$ cat config.mk
export PLATFORM = sky130hd
export DESIGN_NAME = bf16_add_sched
export DESIGN_NICKNAME = d
export VERILOG_FILES = /design/src/rtl/bf16_add_sched.sv
export SDC_FILE = /design/constraint.sdc
export NUM_CORES = 1
export LEC_CHECK = 0
export CORE_MARGIN = 10
export CORE_UTILIZATION = 30
export CTS_BUF_LIST = sky130_fd_sc_hd__clkbuf_8
export CTS_CLUSTER_DIAMETER = 80
export DETAILED_ROUTE_END_ITERATION = 10
export MAX_ROUTING_LAYER = met4
export PLACE_DENSITY = 0.58
export SLEW_MARGIN = 20
export SYNTH_ARGS = -nofsm -noshare
export SYNTH_HDL_FRONTEND = slang
export SYNTH_SLANG_ARGS = --single-unit
$ cat constraint.sdc
create_clock -name clk -period 4.6 [get_ports clk]
set_input_delay 1.15 -clock clk [delete_from_list [all_inputs] [get_ports clk]]
set_output_delay 1.15 -clock clk [all_outputs]
set_load 0.03 [all_outputs]
$ cat src/rtl/bf16_add_sched.sv
// Two-requester issue scheduler for the shared FP32/BF16 adder.
// Packs concurrent BF16 ops into one dual-lane issue and returns tagged results.
package bf16_add_sched_pkg;
    typedef enum logic {
        FP32 = 1'b0,
        FP16 = 1'b1
    } fp_fmt_e;
endpackage

module bf16_add_sched
    import bf16_add_sched_pkg::*;
#(
    parameter int LAT       = 1,
    parameter int RSP_DEPTH = 4,
    parameter int TAG_W     = 4
) (
    input  logic             clk,
    input  logic             rst,
    input  logic             req0_valid,
    output logic             req0_ready,
    input  fp_fmt_e          req0_fmt,
    input  logic [31:0]      req0_x,
    input  logic [31:0]      req0_y,
    input  logic [TAG_W-1:0] req0_tag,
    input  logic             req1_valid,
    output logic             req1_ready,
    input  fp_fmt_e          req1_fmt,
    input  logic [31:0]      req1_x,
    input  logic [31:0]      req1_y,
    input  logic [TAG_W-1:0] req1_tag,
    output fp_fmt_e          dp_fmt,
    output logic [31:0]      dp_x,
    output logic [31:0]      dp_y,
    input  logic [31:0]      dp_r,
    output logic             rsp0_valid,
    input  logic             rsp0_ready,
    output logic [31:0]      rsp0_data,
    output logic [TAG_W-1:0] rsp0_tag,
    output logic             rsp1_valid,
    input  logic             rsp1_ready,
    output logic [31:0]      rsp1_data,
    output logic [TAG_W-1:0] rsp1_tag,
    output logic             idle
);

    localparam int CW = $clog2(RSP_DEPTH + 1);
    localparam int AW = $clog2(RSP_DEPTH);

    logic             r_rr;
    logic [CW-1:0]    r_occ  [2];
    logic [CW-1:0]    r_infl [2];
    logic [AW-1:0]    r_wp   [2];
    logic [AW-1:0]    r_rp   [2];
    logic [31:0]      r_mem_d [2][RSP_DEPTH];
    logic [TAG_W-1:0] r_mem_t [2][RSP_DEPTH];

    logic             r_v    [LAT];
    logic [1:0]       r_mask [LAT];
    fp_fmt_e          r_tfmt [LAT];
    logic [TAG_W-1:0] r_tag0 [LAT];
    logic [TAG_W-1:0] r_tag1 [LAT];

    logic [1:0]       w_valid;
    logic [1:0]       w_elig;
    logic [1:0]       w_grant;
    logic             w_both;
    logic             w_pack;
    logic             w_fp16;
    logic [1:0]       w_push;
    logic [1:0]       w_pop;
    logic [1:0]       w_rsp_rdy;
    logic [31:0]      w_pdata [2];
    logic [TAG_W-1:0] w_ptag  [2];

    assign w_valid   = {req1_valid, req0_valid};
    assign w_rsp_rdy = {rsp1_ready, rsp0_ready};

    // Credit: a requester may issue only if its FIFO has room for every op in flight
    always_comb begin
        w_elig = '0;
        for (int i = 0; i < 2; i++) begin
            w_elig[i] = w_valid[i] &&
                (({1'b0, r_occ[i]} + {1'b0, r_infl[i]}) < (CW + 1)'(RSP_DEPTH));
        end
    end

    // Grant: pack two BF16 ops, else round-robin on conflict, else the lone requester
    always_comb begin
        w_both  = &w_elig;
        w_pack  = w_both && (req0_fmt == FP16) && (req1_fmt == FP16);
        w_grant = w_elig;
        if (w_pack) begin
            w_grant = 2'b11;
        end else if (w_both) begin
            w_grant = r_rr ? 2'b10 : 2'b01;
        end
        w_fp16 = (w_grant[0] && (req0_fmt == FP16)) ||
                 (w_grant[1] && (req1_fmt == FP16));
    end

    assign req0_ready = w_grant[0];
    assign req1_ready = w_grant[1];

    // Operand steering: requester 0 owns the hi BF16 lane, requester 1 the lo lane
    always_comb begin
        dp_fmt = FP32;
        dp_x   = '0;
        dp_y   = '0;
        if (w_fp16) begin
            dp_fmt = FP16;
            dp_x   = {w_grant[0] ? req0_x[15:0] : 16'h0000,
                      w_grant[1] ? req1_x[15:0] : 16'h0000};
            dp_y   = {w_grant[0] ? req0_y[15:0] : 16'h0000,
                      w_grant[1] ? req1_y[15:0] : 16'h0000};
        end else if (w_grant[0]) begin
            dp_x = req0_x;
            dp_y = req0_y;
        end else if (w_grant[1]) begin
            dp_x = req1_x;
            dp_y = req1_y;
        end
    end

    // Round-robin pointer flips only when a conflict was resolved by arbitration
    always_ff @(posedge clk) begin
        if (rst) begin
            r_rr <= 1'b0;
        end else if (w_both && !w_pack) begin
            r_rr <= ~r_rr;
        end
    end

    // Tracking valids follow the datapath; reset drops whatever is in flight
    always_ff @(posedge clk) begin
        if (rst) begin
            for (int s = 0; s < LAT; s++) begin
                r_v[s] <= 1'b0;
            end
        end else begin
            r_v[0] <= |w_grant;
            for (int s = 1; s < LAT; s++) begin
                r_v[s] <= r_v[s-1];
            end
        end
    end

    // Tracking payload needs no reset; it is qualified by the valid bits
    always_ff @(posedge clk) begin
        r_mask[0] <= w_grant;
        r_tfmt[0] <= w_fp16 ? FP16 : FP32;
        r_tag0[0] <= req0_tag;
        r_tag1[0] <= req1_tag;
        for (int s = 1; s < LAT; s++) begin
            r_mask[s] <= r_mask[s-1];
            r_tfmt[s] <= r_tfmt[s-1];
            r_tag0[s] <= r_tag0[s-1];
            r_tag1[s] <= r_tag1[s-1];
        end
    end

    // Retire: split the adder result into per-requester pushes
    always_comb begin
        w_push     = r_v[LAT-1] ? r_mask[LAT-1] : 2'b00;
        w_pdata[0] = dp_r;
        w_pdata[1] = dp_r;
        if (r_tfmt[LAT-1] == FP16) begin
            w_pdata[0] = {16'h0000, dp_r[31:16]};
            w_pdata[1] = {16'h0000, dp_r[15:0]};
        end
        w_ptag[0] = r_tag0[LAT-1];
        w_ptag[1] = r_tag1[LAT-1];
        for (int i = 0; i < 2; i++) begin
            w_pop[i] = (r_occ[i] != '0) && w_rsp_rdy[i];
        end
    end

    // Occupancy, in-flight counts and FIFO pointers
    always_ff @(posedge clk) begin
        if (rst) begin
            for (int i = 0; i < 2; i++) begin
                r_occ[i]  <= '0;
                r_infl[i] <= '0;
                r_wp[i]   <= '0;
                r_rp[i]   <= '0;
            end
        end else begin
            for (int i = 0; i < 2; i++) begin
                r_occ[i]  <= r_occ[i] + CW'(w_push[i]) - CW'(w_pop[i]);
                r_infl[i] <= r_infl[i] + CW'(w_grant[i]) - CW'(w_push[i]);
                if (w_push[i]) begin
                    r_wp[i] <= r_wp[i] + AW'(1);
                end
                if (w_pop[i]) begin
                    r_rp[i] <= r_rp[i] + AW'(1);
                end
            end
        end
    end

    // FIFO storage writes
    always_ff @(posedge clk) begin
        for (int i = 0; i < 2; i++) begin
            if (w_push[i]) begin
                r_mem_d[i][r_wp[i]] <= w_pdata[i];
                r_mem_t[i][r_wp[i]] <= w_ptag[i];
            end
        end
    end

    // Credit accounting should make a push into a full FIFO impossible
    always_ff @(posedge clk) begin
        if (!rst) begin
            for (int i = 0; i < 2; i++) begin
                assert (!(w_push[i] && (r_occ[i] == CW'(RSP_DEPTH))));
            end
        end
    end

    assign rsp0_valid = (r_occ[0] != '0);
    assign rsp0_data  = r_mem_d[0][r_rp[0]];
    assign rsp0_tag   = r_mem_t[0][r_rp[0]];
    assign rsp1_valid = (r_occ[1] != '0);
    assign rsp1_data  = r_mem_d[1][r_rp[1]];
    assign rsp1_tag   = r_mem_t[1][r_rp[1]];

    assign idle = (r_infl[0] == '0) && (r_infl[1] == '0) &&
                  (r_occ[0] == '0) && (r_occ[1] == '0);

endmodule

==> metrics.txt, run 1 <==
power dissipated by switching net loads=between 3 and 4 mW; depth of the worst register-to-register path=12; CTS tree=done; launch point of the worst reg-to-reg path=r_infl[0][5]$_SDFF_PP0_; proportion of total power due to net switching=34.91%; final standard cell area without fillers=0.01833 sq mm; maximum operating frequency=0.2199 GHz; die outline width=roughly 230 um; Overall Global Routing Usage=15.12%; reported max-cap violation count=0; time the worst path needs with I/O delays and setup=4.547 ns; yosys warns=0; wire length per cell after detailed routing=24.28 um; Synth async-reset ratio=0%; Synth Instances=681; Internal Dissipation=6.535 mW; routed via count divided by cell count=4.755; initial core utilization=30.26%; post-synthesis register bit count=321; worst hold path endpoint=r_mem_t[0][17]$_DFFE_PP_; Total Wirelength=~41 mm; combinational cell fraction of total power=around two fifths; outcome=complete, no violations; final worst hold slack=0.4783 ns; final count of hold timing violations=0; via count=7,969; Seq pwr share=between 30% and 40%; Slew @ Worst Pin=1.046 ns; RSZ-0062 raised after global routing=no; part of the total power dissipated in the clock network=23.0%; count of placed standard cells including taps=1,570; most frequent cells in the layout=sky130_fd_sc_hd__edfxtp_1 (296), sky130_fd_sc_hd__clkdlybuf4s50_1 (250), sky130_fd_sc_hd__mux4_2 (72), sky130_fd_sc_hd__buf_4 (62), sky130_fd_sc_hd__clkbuf_8 (55); CTS sink cnt=321; final net count=1,234; cell count of the worst hold path=0; site row count=77; CTS buffer count=52; wire length of the first global-routing pass=58.13 mm; Worst Setup Slack, final=0.05316 ns; maximum VDD drop=233.0 uV; Crit-path slowest cell=sky130_fd_sc_hd__or4b_4; Worst Hold Class=reg -> reg; final count of pins violating max slew=0; dpl ws=about 0.020 ns; via count of the first global-routing pass=8,791; part of the Yosys area used for sequential elements=70.47%; IO Port Bufs=317; overall overflow remaining after global route=0; endpoint class of the critical path=output pin; clock buffer depth=3; H-tree level count=2; DRC Markers=0; total half-perimeter wirelength after legalization and detailed placement=29.00 mm; placed cell areas=approximately 0.017 sq mm; clock transition time at the flip-flop clock pins of the worst setup and hold paths=0.06 ns; top-level I/O count=318; Final Total Pwr=10.04 mW; Clock Latency Late Sink=0.58 ns; CP cell instances=clkdlybuf4s50_1, or4b_4, or2_4, o311a_4, a221o_2, buf_12; synth unique cells=between 40 and 50; post-route insts no fill=approximately 1,700; startpoint type of the worst setup path=input port; syn avg cell area=19.56 sq um; Final Wtd Congestion=~0.84; Critical Path RT=around 3.5 ns; layout overhead on the synthesized area=37.58%; clock root buffer master=sky130_fd_sc_hd__clkbuf_8; multi-input combinational cell area=0.003631 sq mm; utilization after layout=41.63%; placeable core area=0.04403 sq mm; First DRT Iteration DRCs=roughly 420; die height=230.7 um; critical path's largest stage delay=0.46 ns; register-to-register path setup slack=approximately 1.5 ns; Leak=6.306 nW; layout cells sized above 1=~24%; Max Clock Skew=0.03124 ns; post-route fraction of the period consumed by the critical path=98.84%; Max FO, Critical Path=17; Net Count, Synth=between 800 and 900; setup-violating endpoint count in the final report=0; startpoint of the worst hold path=r_tag1[0][1]$_DFF_P_; type of the worst setup path=in -> out; endpoint arrival time on the critical path=3.40 ns; flip-flop and latch area=0.009389 sq mm; setup TNS after final layout=0 ns; Cell Pwr Density=~550 mW/mm^2; Worst slew margin=a little under a third; cts-stage hold buffer count=0; antenna violations before repair=10; destination of the worst register-to-register timing path=r_infl[0][5]$_SDFF_PP0_; Post-synth EDFFs=296; synthesized area=0.01332 sq mm; most frequently used flop master after synthesis=sky130_fd_sc_hd__edfxtp_1; pin count of the biggest net entering global routing=49; die footprint=0.05324 sq mm; remaining antenna violation count after routing=0; most common cell after layout, fill and taps aside=sky130_fd_sc_hd__edfxtp_1; filler instances=4,022; number of search-and-repair iterations in the first detailed-routing pass=4
## registers in the layout (all words and copies together), names as in the netlist
name,count
r_mem_d,256
r_mem_t,32
r_infl,6
r_occ,6
r_rp,4
r_tag0,4
r_tag1,4
r_wp,4
r_mask,2
r_rr,1
r_tfmt,1
r_v,1
## critical path, delay by kind of cell
family,cells,cell delay (ns)
AO/OA/AOI/OAI,2,0.89
buffers and inverters,2,0.59
AND/OR/NAND/NOR,2,0.76
## synth_stat cells, drive strengths merged, types with 2 or more instances
| master | count | area (sq um) |
|---|---|---|
| a21o | 3 | 23.77 |
| a21oi | 3 | 15.01 |
| a221o | 32 | 322.8 |
| a22o | 32 | 280.3 |
| a31oi | 2 | 18.77 |
| and2 | 2 | 12.51 |
| and3 | 9 | 57.56 |
| buf | 20 | 116.4 |
| clkbuf | 20 | 155.2 |
| dfxtp | 25 | 500.5 |
| edfxtp | 296 | 8889 |
| fa | 4 | 80.08 |
| ha | 20 | 250.2 |
| inv | 22 | 82.58 |
| mux2 | 17 | 191.4 |
| mux4 | 72 | 1622 |
| nand2 | 5 | 18.77 |
| nand2b | 4 | 25.02 |
| nor2 | 15 | 56.30 |
| nor2b | 21 | 131.4 |
| nor3 | 3 | 26.28 |
| nor3b | 33 | 247.7 |
| or3 | 3 | 20.02 |
| or4b | 2 | 27.53 |
| xnor2 | 7 | 61.31 |
| xor2 | 3 | 26.28 |
## worst max path at each step
stage,depth (start not counted),slack [ns],start,end
finish,6,0.05,req1_valid,dp_y[31]
global route,7,0.008,req1_valid,dp_y[29]
CTS,6,0.02,req1_valid,dp_y[31]
detailed placement,6,0.02,req1_valid,dp_y[31]
global placement,7,0.03,req1_valid,dp_y[31]
floorplan,6,0.61,req1_valid,dp_x[16]
## routing by layer
metal	track usage (%)	vias to the layer above	part of all wire, %
li1	-	3533	-
met1	16.10	4019	37
met4	5.940	0	3.8
met2	25.95	346	52
met3	4.636	71	7.7
met5	-	-	0
## layout make-up
class / instances / share of cell area [%]
Sequential cell: 321 / 51.22
Multi-Input combinational cell: 299 / 19.81
Timing Repair Buffer: 338 / 19.03
Clock buffer: 55 / 4.130
Tap cell: 592 / 4.041
Clock inverter: 39 / 1.181
Inverter: 22 / 0.4505
Antenna cell: 10 / 0.1365
## cell families (layout without fill, tap and decap cells)
group | Yosys count | after routing | share of synthesized area, %
flip-flops | 321 | 321 | 70.47
AND/OR/NAND/NOR | 100 | 100 | 4.827
multiplexers | 89 | 89 | 13.61
AO/OA/AOI/OAI | 75 | 76 | 5.297
buffers and inverters | 62 | 454 | 2.658
adder cells (fa/ha/maj) | 24 | 24 | 2.479
XOR/XNOR | 10 | 10 | 0.6574
other | 0 | 10 | 0
## power groups by stage
| stage | registers, mW | logic [mW] | clock network, mW |
|---|---|---|---|
| after floorplan | 3.65 | 2.45 | 0 |
| after global placement | 3.72 | 4.12 | 0 |
| after detailed placement | 3.73 | 4.13 | 0 |
| after CTS | 3.67 | 4.14 | 2.41 |
| after global routing | 3.69 | 4.35 | 2.54 |
| final | 3.66 | 4.07 | 2.31 |
## repair_timing
action | in CTS | in global routing
gates resized for setup | 0 | 1
endpoints found under the setup margin | 0 | 2
endpoints found under the hold margin | 0 | 0
setup buffers | 0 | 0
Note: power is estimated with default switching activity, not from simulation.
==> run 2, diff against run 1 <==
- ABC_AREA: not set -> 1
- PLACE_DENSITY: 0.58 -> 0.57
==> metrics.txt, run 2 <==
outcome=complete, no violations; startpoint type of the worst setup path=input port; Crit-path slowest cell=sky130_fd_sc_hd__clkdlybuf4s50_1; flip-flop and latch area=0.009390 sq mm (about the same); part of the Yosys area used for sequential elements=66.58% (-3.9 points); via count=10,910 (+37%); multi-input combinational cell area=0.004044 sq mm (+11%); CTS tree=done; H-tree level count=2 (unchanged); most common cell after layout, fill and taps aside=sky130_fd_sc_hd__edfxtp_1; RSZ-0062 raised after global routing=no; placeable core area=0.04656 sq mm (+5.7%); setup TNS after final layout=0 ns (unchanged); maximum operating frequency=0.2332 GHz (+6.0%); synthesized area=0.01410 sq mm (+5.9%); top cell type by total area after synthesis=sky130_fd_sc_hd__edfxtp_1; Worst Hold Class=reg -> reg; via count of the first global-routing pass=11,310 (+29%); most frequently used cell type in the post-synthesis netlist=sky130_fd_sc_hd__edfxtp_1; layout cells sized above 1=10.75% (-14 points); clock transition time at the flip-flop clock pins of the worst setup and hold paths=0.06 ns (about the same); routed via count divided by cell count=4.741 (-0.29%); number of gates resized after cts=0 (unchanged); total half-perimeter wirelength after legalization and detailed placement=33.91 mm (+17%); wire length per cell after detailed routing=20.51 um (-16%); Leak=7.356 nW (+17%); synth unique cells=30 (-27%); cts-stage hold buffer count=0 (unchanged); final count of hold timing violations=0 (unchanged); most frequently used flop master after synthesis=sky130_fd_sc_hd__edfxtp_1; number of search-and-repair iterations in the first detailed-routing pass=5 (+1); top-level I/O count=318 (unchanged); setup-violating endpoint count in the final report=0 (unchanged); DRC Markers=0 (unchanged); Total Wirelength=47.20 mm (+16%); final net count=1,851 (+50%); CTS sink cnt=321 (unchanged); Net Count, Synth=1,534 (+74%); setup fix buffers added after clock tree synthesis=0 (unchanged); Final Wtd Congestion=0.8946 (+6.9%); site row count=79 (+2.6%); time the worst path needs with I/O delays and setup=4.288 ns (-0.2585 ns); syn avg cell area=10.57 sq um (-46%); commonest cells in the netlist=sky130_fd_sc_hd__edfxtp_1 (296), sky130_fd_sc_hd__nand2_1 (239), sky130_fd_sc_hd__nor2_1 (235); Slew @ Worst Pin=0.9995 ns (-0.04676 ns); most frequent cells in the layout=sky130_fd_sc_hd__edfxtp_1 (296), sky130_fd_sc_hd__clkdlybuf4s50_1 (251), sky130_fd_sc_hd__nand2_1 (239), sky130_fd_sc_hd__nor2_1 (227), sky130_fd_sc_hd__o21ai_0 (151); Worst slew margin=33.36% (+3.1 points); post-synth top area share=63.03% (-3.7 points); Most Frequent Cell on Critical Path=sky130_fd_sc_hd__nand2_1; Synth async-reset ratio=0% (unchanged); Overall Global Routing Usage=16.53% (+1.4 points); type of the worst setup path=in -> out; CP cell instances=clkdlybuf4s50_1, a21boi_1, nand2_2, nand2_2, buf_12, nand2_1, nand2_1, nand2_1, nand2_1, buf_4; initial core utilization=30.29% (+0.032 points); critical path's largest stage delay=0.51 ns (+0.05 ns); final count of pins violating max slew=0 (unchanged); overall overflow remaining after global route=0 (unchanged); post-route fraction of the period consumed by the critical path=93.22% (-5.6 points); number of flip-flops in the largest register=256 (unchanged); Max Clock Skew=0.01755 ns (-0.01369 ns); Synth area leaders=sky130_fd_sc_hd__edfxtp_1 (63%), sky130_fd_sc_hd__nand2_1 (6.4%), sky130_fd_sc_hd__nor2_1 (6.3%); wire length of the first global-routing pass=69.32 mm (+19%); layout overhead on the synthesized area=35.79%; clock buffer depth=3 (unchanged); post-synthesis register bit count=321 (unchanged); endpoint class of the critical path=output pin; antenna violations before repair=1 (-9); Post-synth EDFFs=296 (unchanged); yosys warns=0 (unchanged); IO Port Bufs=317 (unchanged); Synth Instances=1,334 (+96%); maximum VDD drop=395.6 uV (+70%); remaining antenna violation count after routing=0 (unchanged); First DRT Iteration DRCs=678 (+62%); clock root buffer master=sky130_fd_sc_hd__clkbuf_8; Final Total Pwr=11.30 mW (+13%); Max FO, Critical Path=19 (+2); Clock Latency Late Sink=0.59 ns (about the same); Critical Path RT=3.45 ns (about the same); die outline width=236.8 um (+2.6%); filler instances=4,482 (+11%); die height=236.8 um (+2.6%); endpoint arrival time on the critical path=3.14 ns (-0.26 ns); Cell Pwr Density=590.3 mW/mm^2 (+7.8%); die footprint=0.05608 sq mm (+5.3%); reported max-cap violation count=0 (unchanged); pin count of the biggest net entering global routing=99 (+100%); CTS buffer count=50 (-3.8%)
[run 2: layout make-up]
cell class / instances / area share [%]
timing repair buffer: 346 / 19.00
sequential: 321 / 49.04
multi-input combinational: 833 / 21.12
inverter: 99 / 1.941
antenna: 1 / 0.01307
tap: 607 / 3.966
clock buffer: 51 / 3.665
clock inverter: 43 / 1.261
[run 2: cells by family after synthesis]
kind of cell,after synthesis,synth area share [%]
buffers and inverters,180,5.173
AO/OA/AOI/OAI,251,9.644
adder cells (fa/ha/maj),24,2.342
XOR/XNOR,4,0.2484
flip-flops,321,66.58
AND/OR/NAND/NOR,554,16.01
[run 2: stage by stage]
step	std cells	hold slack (ns)	util, %	cell area [sq um]	worst slack [ns]
2_1_floorplan	1334	0.4383	-	14100	1.121
3_3_place_gp	2206	0.4592	39.10	18200	0.3304
5_1_grt	2300	0.4954	41.13	19150	0.1958
6_report	2301	0.4759	41.13	19150	0.3117
4_1_cts	2300	0.4771	41.13	19150	0.3162
3_5_place_dp	2206	0.4629	39.10	18200	0.3232
[run 2: final timing paths]
kind	cells after the start	from	slack (ns)	end
worst max-delay path	10	req1_fmt	0.31	dp_y[29]
worst min-delay path	0	r_tag1[0][2]$_DFF_P_	0.48	r_mem_t[0][26]$_DFFE_PP_
worst max register to register	13	r_infl[0][4]$_SDFF_PP0_	1.86	r_infl[0][5]$_SDFF_PP0_
worst min register to register	0	r_tag1[0][2]$_DFF_P_	0.48	r_mem_t[0][26]$_DFFE_PP_
[run 2: power breakdown]
group,switching (mW),total (mW),leakage [nW],internal [mW]
sequential,0.146,3.70,2.90,3.56
clock,1.09,2.25,0.534,1.15
combinational,3.45,5.36,3.93,1.90
total,4.69,11.3,7.36,6.61
[run 2: worst max-delay path: cells and delay by family]
| family | cells | cell delay (ns) |
|---|---|---|
| buffers and inverters | 3 | 0.85 |
| AND/OR/NAND/NOR | 6 | 0.75 |
| AO/OA/AOI/OAI | 1 | 0.38 |
[run 2: routing by layer]
layer	global-route usage, %	routed length (um)
met3	4.550	3647
met1	18.19	18720
met4	5.655	1447
met2	28.34	23390
met5	-	0
==> run 3, diff against run 2 <==
--- a/config.mk
+++ b/config.mk
@@ -7,4 +7,5 @@
 export LEC_CHECK = 0
 export ABC_AREA = 1
+export CAP_MARGIN = 10
 export CORE_MARGIN = 10
 export CORE_UTILIZATION = 30
==> constraint.sdc (replaced) <==
create_clock -name clk -period 4.6 [get_ports clk]
set_input_delay 0.46 -clock clk [delete_from_list [all_inputs] [get_ports clk]]
set_output_delay 0.46 -clock clk [all_outputs]
set_load 0.03 [all_outputs]
==> metrics.txt, run 3 (synthesis results as in run 2) <==
H-tree level count=2 (unchanged); maximum operating frequency=0.2482 GHz (+6.4%); Most Frequent Cell on Critical Path=sky130_fd_sc_hd__nand2_1; pin count of the biggest net entering global routing=75 (-24%); placeable core area=0.04656 sq mm (unchanged); First DRT Iteration DRCs=693 (+2.2%); maximum VDD drop=391.0 uV (-1.2%); Max Clock Skew=0.01866 ns (+0.001109 ns); final worst hold slack=0.3226 ns (-0.1533 ns); critical path's largest stage delay=0.70 ns (+0.19 ns); RSZ-0062 raised after global routing=no; CP Buf/Inv Count=2 (-1); total half-perimeter wirelength after legalization and detailed placement=34.36 mm (+1.3%); IO Port Bufs=317 (unchanged); post-route insts no fill=2,298 (-0.13%); die outline width=236.8 um (unchanged); reported max-cap violation count=0 (unchanged); outcome=complete, no violations; Crit-path slowest cell=sky130_fd_sc_hd__clkdlybuf4s50_1; CP cell instances=ha_1, nand2_1, nor2_2, nor2_4, nand2_2, nand3_2, nand2_4, inv_2, nand2_1, nand2_1, clkdlybuf4s50_1; CTS tree=done; cts-stage hold buffer count=0 (unchanged); CP top delay family=buffers and inverters; Overall Global Routing Usage=16.98% (+0.45 points); Final Wtd Congestion=0.8931 (-0.17%); Worst Hold Class=in -> reg; type of the worst setup path=reg -> out; setup fix buffers added after clock tree synthesis=0 (unchanged); via count of the first global-routing pass=11,280 (-0.26%); number of search-and-repair iterations in the first detailed-routing pass=5 (unchanged); wire length of the first global-routing pass=71.08 mm (+2.5%); worst setup path startpoint=r_infl[0][4]$_SDFF_PP0_; Leak=7.175 nW (-2.5%); Slew @ Worst Pin=1.004 ns (+0.004695 ns); setup-violating endpoint count in the final report=0 (unchanged); endpoint class of the critical path=output pin; Worst Setup EP=dp_x[26]; endpoint arrival time on the critical path=3.57 ns (+0.43 ns); final count of hold timing violations=0 (unchanged); Cell Pwr Density=593.0 mW/mm^2 (+0.45%); DRC Markers=0 (unchanged); filler instances=4,586 (+2.3%); remaining antenna violation count after routing=0 (unchanged); die footprint=0.05608 sq mm (unchanged); depth of the worst register-to-register path=12 (-1); overall overflow remaining after global route=0 (unchanged); Total Wirelength=48.52 mm (+2.8%); number of flip-flops in the largest register=256 (unchanged); time the worst path needs with I/O delays and setup=4.029 ns (-0.2592 ns); Max FO, Critical Path=35 (+16); via count=11,110 (+1.8%); antenna violations before repair=2 (+1); startpoint type of the worst setup path=register; die height=236.8 um (unchanged); Worst slew margin=33.05% (-0.31 points); setup TNS after final layout=0 ns (unchanged); CTS sink cnt=321 (unchanged); most common cell after layout, fill and taps aside=sky130_fd_sc_hd__clkdlybuf4s50_1; number of gates resized after cts=0 (unchanged); clock buffer depth=3 (unchanged); final net count=1,848 (-0.16%); initial core utilization=30.29% (unchanged); destination of the worst register-to-register timing path=r_infl[0][5]$_SDFF_PP0_; final count of pins violating max slew=0 (unchanged); Critical Path RT=4.14 ns (+0.69 ns); most frequent cells in the layout=sky130_fd_sc_hd__clkdlybuf4s50_1 (317), sky130_fd_sc_hd__edfxtp_1 (296), sky130_fd_sc_hd__nand2_1 (239), sky130_fd_sc_hd__nor2_1 (227), sky130_fd_sc_hd__o21ai_0 (151); CTS buffer count=51 (+2.0%); top-level I/O count=318 (unchanged); site row count=79 (unchanged); layout cells sized above 1=7.278% (-3.5 points); launch point of the worst reg-to-reg path=r_infl[0][4]$_SDFF_PP0_; wire length per cell after detailed routing=21.11 um (+2.9%); post-route fraction of the period consumed by the critical path=87.59% (-5.6 points); Clock Latency Late Sink=0.58 ns (about the same); clock transition time at the flip-flop clock pins of the worst setup and hold paths=0.06 ns (about the same); count of placed standard cells including taps=2,202 (-0.18%); logic depth of the worst path, buffers included=11 (+1); clock root buffer master=sky130_fd_sc_hd__clkbuf_8; register-to-register path setup slack=1.96 ns (+0.10 ns); routed via count divided by cell count=4.834 (+2.0%); layout overhead on the synthesized area=34.60%
-- run 3: layout make-up --
class / instances / area, sq um / share of cell area, %
diodes: 1 / 2.502 / 0.01318
flip-flops and latches: 321 / 9390 / 49.47
repair buffers: 342 / 3373 / 17.77
well taps: 607 / 759.5 / 4.001
clock buffers: 57 / 784.5 / 4.133
multi-input cells: 833 / 4044 / 21.30
inverters: 99 / 371.6 / 1.958
clock inverters: 38 / 256.5 / 1.351
-- run 3: per-stage QoR --
stage               power, mW  cell area (sq um)  utilization, %  worst slack (ns)
CTS                     11.43              18980           40.77            0.5081
floorplan               6.730              14100               -             1.974
finish                  11.26              18980           40.77            0.5709
global placement        8.945              17940           38.53            0.8505
detailed placement      8.964              17940           38.53            0.8662
global route            11.92              18980           40.77            0.3244
-- run 3: how the worst min path moves through the flow --
stage / cells after the start / end / slack (ns) / start
detailed placement: 0 / r_mem_t[0][31]$_DFFE_PP_ / 0.47 / r_tag1[0][3]$_DFF_P_
global route: 1 / r_tag0[0][0]$_DFF_P_ / 0.29 / req0_tag[0]
finish: 1 / r_tag0[0][0]$_DFF_P_ / 0.32 / req0_tag[0]
CTS: 1 / r_tag0[0][0]$_DFF_P_ / 0.27 / req0_tag[0]
global placement: 0 / r_mem_t[0][12]$_DFFE_PP_ / 0.46 / r_tag0[0][0]$_DFF_P_
floorplan: 0 / r_mem_t[0][0]$_DFFE_PP_ / 0.44 / r_tag0[0][0]$_DFF_P_
-- run 3: power breakdown --
| part | total (mW) | internal [mW] | switching, mW |
|---|---|---|---|
| combinational | 5.13 | 1.72 | 3.41 |
| clock | 2.43 | 1.32 | 1.11 |
| sequential | 3.70 | 3.56 | 0.144 |
| total | 11.3 | 6.59 | 4.66 |
-- run 3: routing by layer --
layer / GRT usage (%) / up-vias / wire (um) / part of all wire [%]
met5: - / - / 0 / 0
met1: 19.02 / 5289 / 18890 / 39
met3: 4.863 / 73 / 4091 / 8.4
met4: 5.810 / 0 / 1488 / 3.1
met2: 28.58 / 486 / 24050 / 50
li1: - / 5261 / - / -
-- run 3: worst register-to-register path: stages (launching register included) --
cell and delay, ns:
sky130_fd_sc_hd__dfxtp_1 0.43, sky130_fd_sc_hd__ha_1 0.26, sky130_fd_sc_hd__nand2_1 0.07, sky130_fd_sc_hd__nor2_2 0.05, sky130_fd_sc_hd__nor2_4 0.24, sky130_fd_sc_hd__nand2_2 0.10
sky130_fd_sc_hd__inv_2 0.34, sky130_fd_sc_hd__ha_1 0.24, sky130_fd_sc_hd__inv_1 0.05, sky130_fd_sc_hd__fa_1 0.37, sky130_fd_sc_hd__xor2_1 0.16, sky130_fd_sc_hd__o21ai_0 0.16
sky130_fd_sc_hd__a21oi_1 0.06
